### src/rtl/fetch_stage_if.sv
// Instruction-memory fetch bus between the fetch stage (master) and the
// instruction memory (slave).
interface fetch_stage_if;
   logic        imemReq;
   logic [31:0] imemAddr;
   logic [31:0] imemRdata;
   logic        imemReady;

   modport master (output imemReq, output imemAddr, input imemRdata, input imemReady);
   modport slave  (input imemReq, input imemAddr, output imemRdata, output imemReady);
endinterface

### src/rtl/fetch_stage.sv
// MIPS instruction-fetch stage with IF/ID pipeline register.
// Optional performance counters are enabled by defining FETCH_PERF_EN.
module fetch_stage #(
   parameter logic [31:0] RESET_PC = 32'h0000_0000
) (
   input  logic               clk,
   input  logic               reset,
   input  logic               stallF,
   input  logic               stallD,
   input  logic               flushD,
   input  logic               pcSrcD,
   input  logic        [31:0] pcBranchD,
   fetch_stage_if.master      imem,
   output logic        [31:0] instrD,
   output logic        [31:0] pcPlus4D,
   output logic               validD,
   output logic        [31:0] fetchCount,
   output logic        [31:0] bubbleCount
);

   logic [31:0] pc_p0;
   logic [31:0] pcplus4_p0;
   logic [31:0] target_p0;
   logic        accept_p0;
   logic        bubble_p0;

   logic [31:0] instr_p1;
   logic [31:0] pcplus4_p1;
   logic        vld_p1;

   function automatic logic [31:0] add4(input logic [31:0] a);
      return a + 32'd4;
   endfunction

   assign pcplus4_p0    = add4(pc_p0);
   assign target_p0     = pcBranchD & 32'hFFFF_FFFC;
   assign accept_p0     = imem.imemReady & ~stallF & ~stallD & ~pcSrcD;
   // flush wins over stall; otherwise an unaccepted cycle drops a bubble in
   assign bubble_p0     = flushD | (~stallD & ~accept_p0);

   assign imem.imemReq  = ~reset;
   assign imem.imemAddr = pc_p0;

   // ---- IF: program counter
   always_ff @(posedge clk or posedge reset) begin
      if (reset) begin
         pc_p0 <= RESET_PC;
      end else if (!stallF) begin
         if (pcSrcD)
            pc_p0 <= target_p0;
         else if (imem.imemReady)
            pc_p0 <= pcplus4_p0;
      end
   end

   // ---- IF/ID register
   always_ff @(posedge clk or posedge reset) begin
      if (reset) begin
         instr_p1   <= 32'h0;
         pcplus4_p1 <= 32'h0;
         vld_p1     <= 1'b0;
      end else if (bubble_p0) begin
         instr_p1   <= 32'h0;
         pcplus4_p1 <= 32'h0;
         vld_p1     <= 1'b0;
      end else if (accept_p0) begin
         instr_p1   <= imem.imemRdata;
         pcplus4_p1 <= pcplus4_p0;
         vld_p1     <= 1'b1;
      end
   end

   assign instrD   = instr_p1;
   assign pcPlus4D = pcplus4_p1;
   assign validD   = vld_p1;

`ifdef FETCH_PERF_EN
   logic [31:0] fetch_cnt_p1;
   logic [31:0] bubble_cnt_p1;

   always_ff @(posedge clk or posedge reset) begin
      if (reset) begin
         fetch_cnt_p1  <= 32'h0;
         bubble_cnt_p1 <= 32'h0;
      end else begin
         if (accept_p0 && !flushD)
            fetch_cnt_p1 <= fetch_cnt_p1 + 32'd1;
         if (bubble_p0)
            bubble_cnt_p1 <= bubble_cnt_p1 + 32'd1;
      end
   end

   assign fetchCount  = fetch_cnt_p1;
   assign bubbleCount = bubble_cnt_p1;
`else
   assign fetchCount  = 32'h0;
   assign bubbleCount = 32'h0;
`endif

endmodule

### src/flat_wrapper.sv
// flat-port wrapper written by rule: the top's interface ports become plain ports
module fetch_stage_flat 
#(
   parameter logic [31:0] RESET_PC = 32'h0000_0000
)
  (clk, reset, stallF, stallD, flushD, pcSrcD, pcBranchD, instrD, pcPlus4D, validD, fetchCount, bubbleCount, imem_imemReq, imem_imemAddr, imem_imemRdata, imem_imemReady);
  fetch_stage_if imem_i ();
  input  logic clk;
  input  logic reset;
  input  logic stallF;
  input  logic stallD;
  input  logic flushD;
  input  logic pcSrcD;
  input  logic        [31:0] pcBranchD;
  output logic        [31:0] instrD;
  output logic        [31:0] pcPlus4D;
  output logic validD;
  output logic        [31:0] fetchCount;
  output logic        [31:0] bubbleCount;
  output wire logic [$bits(imem_i.imemReq)-1:0] imem_imemReq;
  output wire logic [$bits(imem_i.imemAddr)-1:0] imem_imemAddr;
  input wire logic [$bits(imem_i.imemRdata)-1:0] imem_imemRdata;
  input wire logic [$bits(imem_i.imemReady)-1:0] imem_imemReady;
  assign imem_imemReq = imem_i.imemReq;
  assign imem_imemAddr = imem_i.imemAddr;
  assign imem_i.imemRdata = imem_imemRdata;
  assign imem_i.imemReady = imem_imemReady;
  fetch_stage #(.RESET_PC(RESET_PC)) u_core (.clk(clk), .reset(reset), .stallF(stallF), .stallD(stallD), .flushD(flushD), .pcSrcD(pcSrcD), .pcBranchD(pcBranchD), .imem(imem_i), .instrD(instrD), .pcPlus4D(pcPlus4D), .validD(validD), .fetchCount(fetchCount), .bubbleCount(bubbleCount));
endmodule
### config.mk
export PLATFORM = sky130hd
export DESIGN_NAME = fetch_stage_flat
export DESIGN_NICKNAME = d
export VERILOG_FILES = /design/src/rtl/fetch_stage_if.sv /design/src/rtl/fetch_stage.sv /design/src/flat_wrapper.sv
export SDC_FILE = /design/constraint.sdc
export NUM_CORES = 1
export LEC_CHECK = 0
export CAP_MARGIN = 10
export CORE_MARGIN = 1.5
export CORE_UTILIZATION = 29
export CTS_CLUSTER_DIAMETER = 150
export DETAILED_ROUTE_END_ITERATION = 10
export PLACE_DENSITY = 0.57
export SLEW_MARGIN = 20
export SYNTH_ARGS = -nofsm -noshare
export SYNTH_HDL_FRONTEND = slang
export SYNTH_SLANG_ARGS = --single-unit
export TNS_END_PERCENT = 50
### constraint.sdc
create_clock -name clk -period 3.4 [get_ports clk]
set_clock_uncertainty 0.2 [all_clocks]
set_input_delay 0.51 -clock clk [delete_from_list [all_inputs] [get_ports clk]]
set_output_delay 0.51 -clock clk [all_outputs]
set_load 0.01 [all_outputs]
---- Word level (Yosys, flattened, before mapping) ----
Index checks and enable logic that the tools add are counted.
cells by class
  add/subtract/negate cells ............... 1
  $mul .................................... 0
  div/mod/pow operators ................... 0
  $lt $le $gt $ge ......................... 0
  eq/ne operators ......................... 0
  shift-type cells ........................ 0
  muxes and demuxes ....................... 8
  bitwise operators ....................... 10
  reduce and logical (&&, ||, !) cells .... 3
operator list
  operator                                        count
  2-to-1 mux 32 bit                               6
  adder 32 x 3 -> 32 bit (second input constant)  1
  inverter 1 bit                                  5
  bitwise AND 1 bit                               4
  nonzero test 2 bit                              2
  2-to-1 mux 1 bit                                2
  AND reduction 2 bit                             1
  OR 1 bit                                        1
word-level totals
  bits in registers ....................... 97
  latch bits .............................. 0
  RAM bits ................................ 0
  memory bits (read-only) ................. 0
  bits of input ports ..................... 71
  output and inout bits ................... 162
  word-level logic and storage cells ...... 26
  memories kept ........................... 0

---- Logic depth before layout (Yosys ltp) ----
  depth after elaboration ................. 8
  depth in mapped cells ................... 8
  mapped depth without buffers ............ 6

---- Least setup slack after synthesis ----
Ideal clock, no wire load.
  kind .................................... input to output
  start ................................... in reset
  end ..................................... out imem_imemReq
  arrival ................................. 2.504 ns
  data required time ...................... 2.690 ns
  setup slack ............................. 0.186 ns
  stages .................................. 1
  buffers on the path ..................... 0
  cells stage by stage .................... inv_1
between the ends
  word-level cells in the longest chain between the ends .. 1
RTL lines
  item                line                text
  start: declaration  flat_wrapper.sv:9   input logic reset;
  inverter 1 bit      fetch_stage.sv:41   assign imem.imemReq = ~reset;
  end: declaration    flat_wrapper.sv:20  output wire logic [$bits(imem_i.imemReq)-1:0] imem_imemReq;
Every way passes these cells.

---- Worst setup path after layout ----
  start ................................... reg u_core.pc_p0[6] (netlist: u_core.imem.imemAddr[6])
  end ..................................... reg u_core.pcplus4_p1[23] (netlist: u_core.pcPlus4D[23])
between the ends
  word-level cells in the longest chain between the ends .. 3
RTL lines
  item                      line               text
  start: declaration        fetch_stage.sv:21  logic [31:0] pc_p0;
  start signal: assignment  fetch_stage.sv:50  pc_p0 <= target_p0;
  start signal: assignment  fetch_stage.sv:52  pc_p0 <= pcplus4_p0;
  adder 32 x 3 -> 32 bit    fetch_stage.sv:32  return a + 32'd4;
  2-to-1 mux 32 bit         fetch_stage.sv:66  end else if (accept_p0) begin
  2-to-1 mux 32 bit         fetch_stage.sv:62  end else if (bubble_p0) begin
  end signal: assignment    fetch_stage.sv:68  pcplus4_p1 <= pcplus4_p0;
  end: declaration          fetch_stage.sv:28  logic [31:0] pcplus4_p1;
Every way passes these cells. The select of a mux whose other input is x is not followed.
A chain may end at the register's enable or synchronous reset.

==> reports/metrics.yaml <==
async_reset_ff_frac: 1.00
final_core_util: 0.414
numCtsBuffers: 9
grt_util_all_layers: 0.160
hold_buffers: 0
initial_core_util: 0.299
power_mw: 2.92
clk_path_buf_depth: 2
grt_max_degree: 56
synth_cell_type_count: 50
gp_congestion: 0.760
rows: 47
nNetsFinal: 706
slowest_stage: "nor4_4"
ff2ff_path_depth: 5
required_ns: 3.44
grt_first_pass_wirelength_um: 22500
critPathCaptureType: "flop"
fillers: 1668
syn-instance-count: 483
synth_edf_count: 0
cts_sinks: 94
yosysWarnings: 0
r2r_slack_ns: 0.86
p_leak_nw: 3.05
critical_path_class: "reg2reg"
r2r-end: "u_core.pcPlus4D[23]"
clk_latency_ns: 0.35
final_cell_mix: "clkdlybuf4s50_1, dfrtp_1, conb_1"
peakVddDrop_mv: 0.214
r2r-start: "u_core.imem.imemAddr[6]"
cp_max_fo: 9
die_h_um: 134
wire_per_inst_um: 16.6
num_io_pins: 233
io_buffers: 164
via_per_inst: 4.80
area_growth_pct: 38.3
cts_setup_buffers: 0
vias: 4126
slew_headroom: 0.502
yosysSeqAreaShare: 0.470
syn_area_per_cell_um2: 10.4
fmax_ghz: 0.394
min_path_type: "in2async"
core_area_um2: 16700
diodes: 0
mostFrequentLayoutCell: "clkdlybuf4s50_1"
ant_nets: 0
hold_viol: 0
path_cells: "nand3_1, nor4_4, nand4_1, xnor2_1, a22o_1"
die_x_um: 134
grt_use_met1: 0.213
drt_iter0_drc: 243
status: "finished clean"
dr.pass1.iters: 4
grt-ovfl-total: 0
drive_gt1_frac: 0.0689
h-tree-depth: 3
report.final.slew_viol_count: 0
setup_tns_ns: 0
antenna_found_initial: 1
dp_hpwl_um: 10000
power_density_nw_per_um2: 423
drc: 0
slowest_delay_ns: 0.72
drv_cap: 0
ctsResizeCount: 0
routed_wl_um: 14300
finalSetupViolCount: 0
rsz0062_at_grt: "false"
fin_crit_sh: 0.747
die_area_um2: 18000
met2_usage: 0.257
cp.arrival_ns: 2.58
tightestPinTransition_ns: 0.741
synth_area_um2: 5000
use_met3: 0.0370
cts_tree: "yes"
grt_busiest_layer: "met2"
synthFlopType: "dfrtp_1"
min_period_ns: 2.54
grt_pass1_vias: 3967
synth_seq_cells: 94
clkTransAtPathRegs_ns: 0.07
start_kind: "flop"
cts_root_buffer: "clkbuf_16"
-- state kept, by name, summed over array words and instances, names as in the netlist --
name,count
u_core.validD,1
u_core.pcPlus4D,31
u_core.imem.imemAddr,30
u_core.instrD,32
-- kinds of logic (layout without fill, tap and decap cells) --
kind of cell    after synthesis  in the layout  share of synthesized area
flops                        94             94                      0.470
compound gates              138            138                      0.204
fa+ha+maj                     1              1                    0.00250
buf+inv                     107            198                      0.132
mux                           3              3                    0.00600
simple gates                111            111                      0.136
xor+xnor                     28             28                     0.0490
other cells                   1             66                   0.000750
-- final cells by class --
class | instances | area [um^2] | share of cell area
timing repair buffer | 174 | 1710 | 0.248
tap | 220 | 275 | 0.0398
clock inverter | 7 | 65.1 | 0.00941
inverter | 8 | 32.5 | 0.00471
multi-input combinational | 347 | 2250 | 0.326
sequential | 94 | 2350 | 0.340
clock buffer | 9 | 225 | 0.0326
-- report_power, final --
part | switching (mW) | leakage, nW | internal (mW)
Sequential | 0.131 | 1.23 | 1.19
Combinational | 0.290 | 1.68 | 0.313
Clock | 0.484 | 0.140 | 0.515
Total | 0.905 | 3.05 | 2.02
-- critical path: cells and delay by family (launching register included) --
kind | cells | cell delay [ns]
XOR/XNOR | 1 | 0.21
AO/OA/AOI/OAI | 1 | 0.20
flip-flops | 1 | 0.53
AND/OR/NAND/NOR | 3 | 1.28
-- Yosys cell counts, types with 2 or more instances --
library cell,number,area (um^2)
xor2_1,9,78.8
and2_1,3,18.8
and4_1,3,26.3
buf_2,2,10.0
a22oi_1,4,30.0
nand4_1,3,18.8
a21oi_1,18,90.1
mux2i_1,3,30.0
o22a_1,3,26.3
nor2_1,19,71.3
inv_1,7,26.3
nor4_4,3,63.8
and3_1,9,56.3
a2bb2oi_1,8,70.1
nand2_1,25,93.8
nor3_1,5,25.0
o21ai_0,22,110
nand4_2,4,50.1
a22o_1,62,543
nor4_1,3,18.8
buf_4,68,510
nor2b_1,3,18.8
dfrtp_1,94,2350
clkbuf_1,28,105
or4_1,2,15.0
a31oi_1,6,37.5
xnor2_1,19,166
nand3_1,19,95.1
o22ai_1,7,43.8
o21a_1,2,15.0
-- how the worst max path moves through the flow --
| stage | startpoint | end | slack [ns] | cells past startpoint |
|---|---|---|---|---|
| finish | u_core.imem.imemAddr[6] | u_core.pcPlus4D[23] | 0.86 | 5 |
| global placement | u_core.imem.imemAddr[6] | u_core.pcPlus4D[23] | 0.91 | 5 |
| detailed placement | stallF | u_core.instrD[27] | 0.89 | 5 |
| global route | u_core.imem.imemAddr[6] | u_core.pcPlus4D[23] | 0.65 | 5 |
| CTS | u_core.imem.imemAddr[6] | u_core.pcPlus4D[23] | 0.87 | 5 |
| floorplan | reset | u_core.imem.imemAddr[10] | 0.16 | 1 |
-- per-stage QoR --
stage / cell area (um^2) / hold WS, ns / cells / worst slack (ns)
global placement: 6620 / 0.267 / 843 / 0.911
finish: 6910 / 0.196 / 859 / 0.861
CTS: 6910 / 0.189 / 859 / 0.868
global route: 6910 / 0.194 / 859 / 0.648
detailed placement: 6620 / 0.287 / 843 / 0.888
floorplan: 5250 / 0.318 / 548 / 0.163
-- per-layer routing --
metal	share of wire	wire length (um)
met5	0.00091	13
met4	0.014	201
met3	0.068	968
met2	0.47	6660
met1	0.45	6420
(Power assumes the default switching activity.)
